$ cat src/rtl/xor_serial_ctrl.sv
`default_nettype none
// +----------------------------------------------------------------------+
// | Module      : xor_serial_ctrl (with helper cell xor_1b)              |
// | Description : Bit-serial XOR engine controller. Streams two WIDTH-bit |
// |               operands LSB-first through one shared 1-bit XOR cell    |
// |               and presents the assembled result over valid/ready.     |
// | Option      : define XOR_PARITY_EN to add a running-parity output.    |
// | Revision    : 1.0 - initial release                                   |
// +----------------------------------------------------------------------+

// Single-bit XOR cell built from AND/OR terms; shared by the controller.
module xor_1b (
  input  logic A,
  input  logic B,
  output logic C
);
  assign C = (A & ~B) | (~A & B);
endmodule

module xor_serial_ctrl #(
  parameter int WIDTH = 8
) (
  input  logic             clk,
  input  logic             rst_n,
  input  logic             in_valid,
  output logic             in_ready,
  input  logic [WIDTH-1:0] a,
  input  logic [WIDTH-1:0] b,
  output logic             out_valid,
  input  logic             out_ready,
  output logic [WIDTH-1:0] c,
  output logic             busy
`ifdef XOR_PARITY_EN
  ,
  output logic             parity
`endif
);

  localparam int CNT_W = (WIDTH > 1) ? $clog2(WIDTH) : 1;
  localparam logic [CNT_W-1:0] c_last = CNT_W'(WIDTH - 1);

  localparam logic [1:0] c_st_idle = 2'd0;
  localparam logic [1:0] c_st_run  = 2'd1;
  localparam logic [1:0] c_st_done = 2'd2;

  logic [1:0]       r_state;
  logic [WIDTH-1:0] r_sa;
  logic [WIDTH-1:0] r_sb;
  logic [WIDTH-1:0] r_res;
  logic [CNT_W-1:0] r_cnt;
  logic             w_bit;

  // The one shared XOR cell always sees the current LSBs of the operands.
  xor_1b u_xor_data (
    .A (r_sa[0]),
    .B (r_sb[0]),
    .C (w_bit)
  );

  // Handshake flags decode purely from state, so in_ready never depends
  // combinationally on in_valid.
  assign in_ready  = (r_state == c_st_idle);
  assign out_valid = (r_state == c_st_done);
  assign busy      = (r_state != c_st_idle);
  assign c         = r_res;

`ifdef XOR_PARITY_EN
  logic r_par;
  logic w_par_nxt;

  // Second cell folds each new result bit into the running parity.
  xor_1b u_xor_par (
    .A (r_par),
    .B (w_bit),
    .C (w_par_nxt)
  );

  assign parity = r_par;

  // Parity accumulator: cleared on acceptance, updated every RUN cycle.
  always_ff @(posedge clk) begin
    if (!rst_n) begin
      r_par <= 1'b0;
    end else if (r_state == c_st_idle && in_valid) begin
      r_par <= 1'b0;
    end else if (r_state == c_st_run) begin
      r_par <= w_par_nxt;
    end
  end
`endif

  // Sequencer: capture operands, shift WIDTH bits through the cell, then
  // hold the result until the consumer takes it.
  always_ff @(posedge clk) begin
    if (!rst_n) begin
      r_state <= c_st_idle;
      r_sa    <= '0;
      r_sb    <= '0;
      r_res   <= '0;
      r_cnt   <= '0;
    end else begin
      case (r_state)
        c_st_idle: begin
          if (in_valid) begin
            r_sa    <= a;
            r_sb    <= b;
            r_cnt   <= '0;
            r_state <= c_st_run;
          end
        end
        c_st_run: begin
          // Result enters at the MSB and moves right; after WIDTH shifts
          // bit i sits in position i.
          r_res <= {w_bit, r_res[WIDTH-1:1]};
          r_sa  <= r_sa >> 1;
          r_sb  <= r_sb >> 1;
          if (r_cnt == c_last) begin
            r_state <= c_st_done;
          end else begin
            r_cnt <= r_cnt + CNT_W'(1);
          end
        end
        c_st_done: begin
          if (out_ready) begin
            r_state <= c_st_idle;
          end
        end
        default: begin
          r_state <= c_st_idle;
        end
      endcase
    end
  end

endmodule
`default_nettype wire
$ cat config.mk
export PLATFORM = sky130hd
export DESIGN_NAME = xor_serial_ctrl
export DESIGN_NICKNAME = d
export VERILOG_FILES = /design/src/rtl/xor_serial_ctrl.sv
export SDC_FILE = /design/constraint.sdc
export NUM_CORES = 1
export LEC_CHECK = 0
export ABC_AREA = 1
export CORE_UTILIZATION = 40
export DETAILED_ROUTE_END_ITERATION = 10
export PLACE_DENSITY = 0.7
export SLEW_MARGIN = 25
export SYNTH_ARGS = -nofsm -noshare
export SYNTH_HDL_FRONTEND = slang
export SYNTH_SLANG_ARGS = --single-unit
$ cat constraint.sdc
create_clock -name clk -period 1.6 [get_ports clk]
set_input_delay 0.32 -clock clk [delete_from_list [all_inputs] [get_ports clk]]
set_output_delay 0.32 -clock clk [all_outputs]
set_load 0.02 [all_outputs]
## After elaboration in Yosys (flattened, before gate mapping)

Cells that the tools add are included.

| cells by class | value |
|---|---|
| add/subtract/negate cells | 1 |
| equality and inequality tests | 7 |
| multiplexer cells | 11 |
| bitwise operators | 5 |
| reductions and logical operators | 6 |

Operators by type and width:

| kind | count |
|---|---|
| 8-bit one-hot mux with 2 select lines | 2 |
| 8-bit 2-to-1 mux | 2 |
| 2-bit 2-to-1 mux | 3 |
| 3-bit 2-to-1 mux | 2 |
| 2-bit != test, second input constant | 3 |
| 2-bit one-hot mux with 3 select lines | 1 |
| 3-bit one-hot mux with 2 select lines | 1 |
| 3-bit AND reduction | 2 |
| 2-bit nonzero test | 2 |
| 3-bit by 1-bit adder with 3-bit output, second input constant | 1 |
| 3-bit equality test, second input constant | 1 |
| 1-bit bitwise AND | 2 |
| 2-bit by 1-bit equality test with 1-bit output, second input constant | 1 |
| 2-bit equality test, second input constant | 1 |
| 2-bit zero test | 1 |
| 2-bit by 1-bit != test with 1-bit output, second input constant | 1 |
| 1-bit inverter | 2 |
| 2-bit AND reduction | 1 |
| 1-bit bitwise OR | 1 |

| storage, ports and cells | value |
|---|---|
| bits in registers | 29 |
| output and inout port bits | 11 |
| logic and storage cells | 35 |

## Longest topological paths before layout

Gate-level depths: netlist of the first run.

| depth | value |
|---|---|
| word-level depth | 3 |
| depth in mapped cells | 7 |
| depth with buffers taken out | 6 |

## Modules after synthesis

From an unflattened synthesis of the first run, not the netlist that was laid out.

| second synthesis, totals | value |
|---|---|
| cell total of the unflattened synthesis | 217 |
| area total of the unflattened synthesis | 1410.1 um2 |

Modules (own cells, without submodules):

| module | times used | cells each | area each (um2) | seq. area each (um2) |
|---|---|---|---|---|
| xor_serial_ctrl | 1 | 212 | 1391.3 | 580.6 |
| xor_1b | 1 | 5 | 18.8 | 0.0 |

## Worst setup path after synthesis of the first run

No wires, ideal clock.

| timing | value |
|---|---|
| path type | flip-flop to output port |
| from | register r_state[1] |
| to | output port busy |
| arrival time | 1.029 ns |
| path slack | 0.251 ns |
| cell stages (with the launch flop) | 3 |
| cell sequence | dfxtp_1 nor2_1 inv_1 |

| between the ends | value |
|---|---|
| cells in the longest elaborated chain, start to end | 1 |

RTL lines:

| item | RTL line | text |
|---|---|---|
| from (decl) | 46 | `logic [1:0] r_state;` |
| from (signal assigned) | 96 | `r_state <= c_st_idle;` |
| from (signal assigned) | 108 | `r_state <= c_st_run;` |
| from (signal assigned) | 118 | `r_state <= c_st_done;` |
| 2-bit nonzero test | 64 | `assign busy = (r_state != c_st_idle);` |
| to (decl) | 32 | `output logic busy` |

Every way passes these cells.

## Worst setup path in the final report of the first run

| timing | value |
|---|---|
| from | register r_state[1] |
| to | output port out_valid |

| between the ends | value |
|---|---|
| cells in the longest elaborated chain, start to end | 1 |

RTL lines:

| item | RTL line | text |
|---|---|---|
| 2-bit equality test | 63 | `assign out_valid = (r_state == c_st_done);` |
| to (decl) | 29 | `output logic out_valid,` |

Every way passes these cells.

==> metrics.txt, run 1 <==
fin area 1840 um^2; GR Overflow Total 0; largest cells by area after synthesis dfxtp_1, nand2_1, nor2_1; Worst Setup Start Kind register; Core Region 3150 um^2; DR WL/cell 8.81 um; Largest stage delay, worst path 390 ps; number of antenna diodes 0; DIE WIDTH 60.8 um; Rows 20; routed via count 1329; commonest non-fill, non-tap cells in the layout nand2_1, nor2_1, dfxtp_1, inv_1, clkdlybuf4s50_1; final setup fails 0; Yosys top cell area share 42.0%; Starting Density 43.8%; Synth Area per Inst 6.20 um^2; skew final 7.09 ps; Total GRT Usage 17.2%; post-synthesis cell count 223; WS Path Type reg2out; PortBufs 30; HPWL Detailed 1810 um; CTS tree done; vias in the first global route 1087; Seq/Total Area, Yosys 42.0%; CTS H-tree lvls 2; mux cell area share after synthesis 0%; Worst Path Arrival 1200 ps; Slew headroom 70.0%; compound-gate portion of the synthesized area 5.07%; CP max stage cell dfxtp_2; xor and xnor fraction of the mapped netlist area 0.633%; die area 3700 um^2; leakage power 0.922 nW; Post-CTS Hold Buffers 0; vias per cell 4.39; DRC violations left 0; fmax 659 MHz; setup tns final 0 ps; area of placed instances 1770 um^2; Post-Route WL 2670 um; Max Buffers Root-to-Sink 2; unique cell type count in the Yosys netlist 16; cell breakdown of the critical path inv_2, nor2_1, clkdlybuf4s15_1; first-pass GRT wire length 4530 um; PwrDens 905 nW/um^2; layout cells sized above 1 8.49%; commonest non-fill, non-tap cell in the layout nand2_1; First-pass DRT Iterations 4; synth warn 0; Routed Antenna Nets 0; Critical Path Sink Type output pin; worst min-delay path class reg2reg; min Tclk post-route 1520 ps; clk sinks 29; critical path required time 1280 ps; layout overhead on the synthesized area 32.8%; max-cap violation count 0; final hold vios 0; antenna violations before repair 0; Clk pin slew, worst setup/hold paths 90 ps; cell accounting for the most synthesized area dfxtp_1; outcome complete, no violations; Least-Margin Pin Slew 450 ps; Mapped Area 1380 um^2; Die Y 60.8 um; number of CTS-inserted buffers 5; period utilisation layout 94.9%; Synth Register Bits 29; Nets 280; syn_nets 245; fin. max-slew vios 0; cell chosen for the clock root clkbuf_4; RSZ-0062 raised after global routing false; worst vdd ir 0.000420 V; largest family of logic cells by synthesized area simple AND/OR/NAND/NOR gates; Iteration-0 DRC Markers 82; Skew-Pair Late Insertion Delay 330 ps; I/O pins 31; post-CTS setup buffers 0; Post-Synth Adder-Cell Area 1.81%; largest net degree at the start of global routing 31; Routability Congestion 0.783; Post-Synth Simple-Gate Area 39.8%; CP Max Fanout 4
-- worst max-delay path: cells and delay by family (launching register included) --
family | cells | cell delay, ps
flip-flops | 1 | 390
buffers and inverters | 2 | 370
AND/OR/NAND/NOR | 1 | 110
-- layout make-up --
cell class / instances / area (um^2)
timing repair buffer: 38 / 373
multi-input combinational: 159 / 661
sequential: 29 / 583
tap: 44 / 55.1
fill: 350 / 1320
clock buffer: 7 / 65.1
inverter: 25 / 93.8
clock inverter: 1 / 5.00
-- final timing paths --
path	slack (ps)	depth (start not counted)	from	end
worst max-delay path	80	3	r_state[1]	out_valid
worst min-delay path	470	2	r_sa[7]	r_sa[7]
worst max register to register	340	6	r_cnt[0]	r_cnt[1]
worst min register to register	470	2	r_sa[7]	r_sa[7]
-- flip-flops by register name (all words and copies together), names as in the netlist --
name	count
r_sb	8
r_cnt	3
r_sa	8
c	8
r_state	2
-- metrics by stage --
stage | hold slack, ps | cells | power (W) | utilization, % | worst slack, ps
after global routing | 493 | 303 | 0.00177 | 58.2 | 12.1
after global placement | 455 | 295 | 0.00118 | 56.2 | 93.1
after CTS | 469 | 303 | 0.00168 | 58.1 | 21.1
after detailed placement | 456 | 295 | 0.00118 | 56.2 | 76.9
final | 468 | 303 | 0.00166 | 58.2 | 82.0
after floorplan | 440 | 223 | 0.00104 | - | 251
-- kinds of logic after synthesis --
group | count (synthesis)
XOR/XNOR | 1
adder cells (fa/ha/maj) | 2
buffers and inverters | 35
AO/OA/AOI/OAI | 14
flip-flops | 29
AND/OR/NAND/NOR | 142
-- power by group --
| part | total (W) | internal, W | switching [W] |
|---|---|---|---|
| sequential | 0.000812 | 0.000780 | 0.0000326 |
| combinational | 0.000335 | 0.000156 | 0.000179 |
| clock | 0.000513 | 0.000254 | 0.000259 |
-- cells in the mapped netlist, drive strengths merged --
cell,count
dfxtp,29
nand2,81
inv,25
a21oi,5
nand3,5
buf,7
clkbuf,3
nand3b,1
o21ai,9
xnor2,1
ha,2
nor2,55
-- layer usage --
layer  part of all wire [%]  global-route usage, %
met4                    2.1                   7.79
met2                     44                   26.2
met3                    3.9                   6.40
met5                      0                      0
met1                     49                   21.8
-- timing repair --
item / 4_1_cts / 5_1_grt
cloned: 0 / 0
resized for setup: 13 / 2
setup endpoints to repair: 11 / 3
Power figures use the tool's default switching activity.
==> run 2, diff against run 1 <==
--- a/config.mk
+++ b/config.mk
@@ -6,6 +6,7 @@
 export NUM_CORES = 1
 export LEC_CHECK = 0
 export ABC_AREA = 1
+export CORE_MARGIN = 2
 export CORE_UTILIZATION = 40
 export DETAILED_ROUTE_END_ITERATION = 10
 export PLACE_DENSITY = 0.7
==> run 2 against run 1 <==
Cell area grew 1.3%. Hold slack lost 1.8 ps. Combinational power is essentially flat. Sequential share of layout area shrank 0.47 points. Total power grew 14%. Wire length grew 0.37%. Cell count grew 0.66%.
==> metrics.txt, run 2 (synthesis gave the netlist of run 1 again) <==
leakage power 0.935 nW (+1.3%); Worst Path Arrival 1210 ps (about the same); Worst Setup Start Kind register; area of placed instances 1760 um^2 (-0.56%); CP max stage cell dfxtp_1; WP buf/inv 2 (unchanged); routed via count 1325 (-0.30%); final hold vios 0 (unchanged); Rows 21 (+5.0%); Core Region 3340 um^2 (+5.8%); commonest non-fill, non-tap cells in the layout nand2_1, nor2_1, dfxtp_1, inv_1, clkdlybuf4s50_1; Max Buffers Root-to-Sink 2 (unchanged); number of CTS-inserted buffers 5 (unchanged); Routability Congestion 0.784 (+0.22%); fin area 1860 um^2 (+1.3%); commonest non-fill, non-tap cell in the layout nand2_1; number of antenna diodes 0 (unchanged); fin. max-slew vios 0 (unchanged); kind of cell adding the most delay to the critical path buffers and inverters; fmax 654 MHz (-0.80%); DR WL/cell 8.79 um (-0.28%); Post-Route WL 2680 um (+0.37%); skew final 10.5 ps (+3.37 ps); layout overhead on the synthesized area 34.5%; antenna violations before repair 0 (unchanged); CTS H-tree lvls 2 (unchanged); DIE WIDTH 62.8 um (+3.3%); WS Path Type reg2out; Total GRT Usage 15.0% (-2.2 points); vias per cell 4.34 (-0.95%); Nets 280 (unchanged); clk sinks 29 (unchanged); HPWL Detailed 1830 um (+0.95%); CTS tree done; setup tns final 0 ps (unchanged); Critical Path Sink Type output pin; vias in the first global route 1073 (-1.3%); outcome complete, no violations; first-pass GRT wire length 4660 um (+2.9%); First-pass DRT Iterations 4 (unchanged); Starting Density 41.4% (-2.4 points); GR Overflow Total 0 (unchanged); DRC violations left 0 (unchanged); Setup WS pre-CTS -12.8 ps (-89.8 ps); RSZ-0062 raised after global routing false; final setup fails 0 (unchanged); layout cells sized above 1 8.88% (+0.39 points); critical path required time 1280 ps (about the same); I/O pins 31 (unchanged); Least-Margin Pin Slew 258 ps (-192 ps); Routed Antenna Nets 0 (unchanged); Die Y 62.8 um (+3.3%); Largest stage delay, worst path 340 ps (-50 ps); cell chosen for the clock root clkbuf_4; min Tclk post-route 1530 ps (+12.2 ps); CP Max Fanout 6 (+2); Clk pin slew, worst setup/hold paths 100 ps (about the same); final worst slack 69.8 ps (-12.2 ps); worst min-delay path class reg2reg; PortBufs 30 (unchanged); Skew-Pair Late Insertion Delay 330 ps (about the same); Slew headroom 82.8% (+13 points); die area 3940 um^2 (+6.7%); cell breakdown of the critical path nor2_4, inv_1, dlygate4sd2_1; max-cap violation count 0 (unchanged); largest net degree at the start of global routing 31 (unchanged); Iteration-0 DRC Markers 77 (-6.1%); period utilisation layout 95.6% (+0.76 points); worst vdd ir 0.000885 V (+110%); PwrDens 1020 nW/um^2 (+13%)
-- run 2: changes by cell type in the layout (fill, tap and decap cells not counted), sizes merged --
cell and delta:
bufinv +2, clkbuf -2, buf +1, clkdlybuf4s15 -1
-- run 2: final timing paths --
| path | start | to | slack (ps) | cells past startpoint |
|---|---|---|---|---|
| max reg2reg | r_cnt[0] | r_cnt[1] | 310 | 6 |
| min | r_sa[7] | r_sa[7] | 470 | 2 |
| min reg2reg | r_sa[7] | r_sa[7] | 470 | 2 |
| max | r_state[0] | busy | 70 | 3 |
-- run 2: final cells by class --
class                           count  area [um^2]
Multi-Input combinational cell    159          668
Timing Repair Buffer               38          355
Fill cell                         345         1480
Tap cell                           46         57.6
Clock buffer                        5         37.5
Clock inverter                      3         65.1
Inverter                           25         93.8
Sequential cell                    29          582
-- run 2: what timing repair did --
| action | CTS | global route |
|---|---|---|
| setup buffers | 0 | 0 |
| setup endpoints to repair | 11 | 2 |
| resized for setup | 16 | 2 |
| endpoints found under the hold margin | 0 | 0 |
| pin swaps | 0 | 1 |
| hold buffers | 0 | 0 |
-- run 2: layer usage --
layer | wire, um | track usage (%) | up-vias
li1 | - | - | 736
met1 | 1330 | 19.3 | 556
met2 | 1170 | 22.6 | 28
met3 | 126 | 5.41 | 5
met4 | 54 | 6.67 | 0
met5 | 0 | 0 | -
-- run 2: worst min-delay path, cell delays in order, from the launching register on --
cell and delay, ps:
dfxtp_1 320, nand2_1 60, a21oi_1 50
-- run 2: power by group --
group	total [W]	leakage (nW)	internal (W)	switching, W
clock network	0.000754	0.0552	0.000484	0.000271
registers	0.000810	0.240	0.000779	0.0000304
logic	0.000334	0.639	0.000153	0.000181
-- run 2: per-stage QoR --
step	hold slack, ps	utilization (%)	cells	total power [W]
5_1_grt	486	55.7	305	0.00201
3_5_place_dp	456	52.8	297	0.00117
4_1_cts	470	55.8	305	0.00192
6_report	466	55.7	305	0.00190
3_3_place_gp	452	52.8	297	0.00117
2_1_floorplan	440	-	223	0.00104
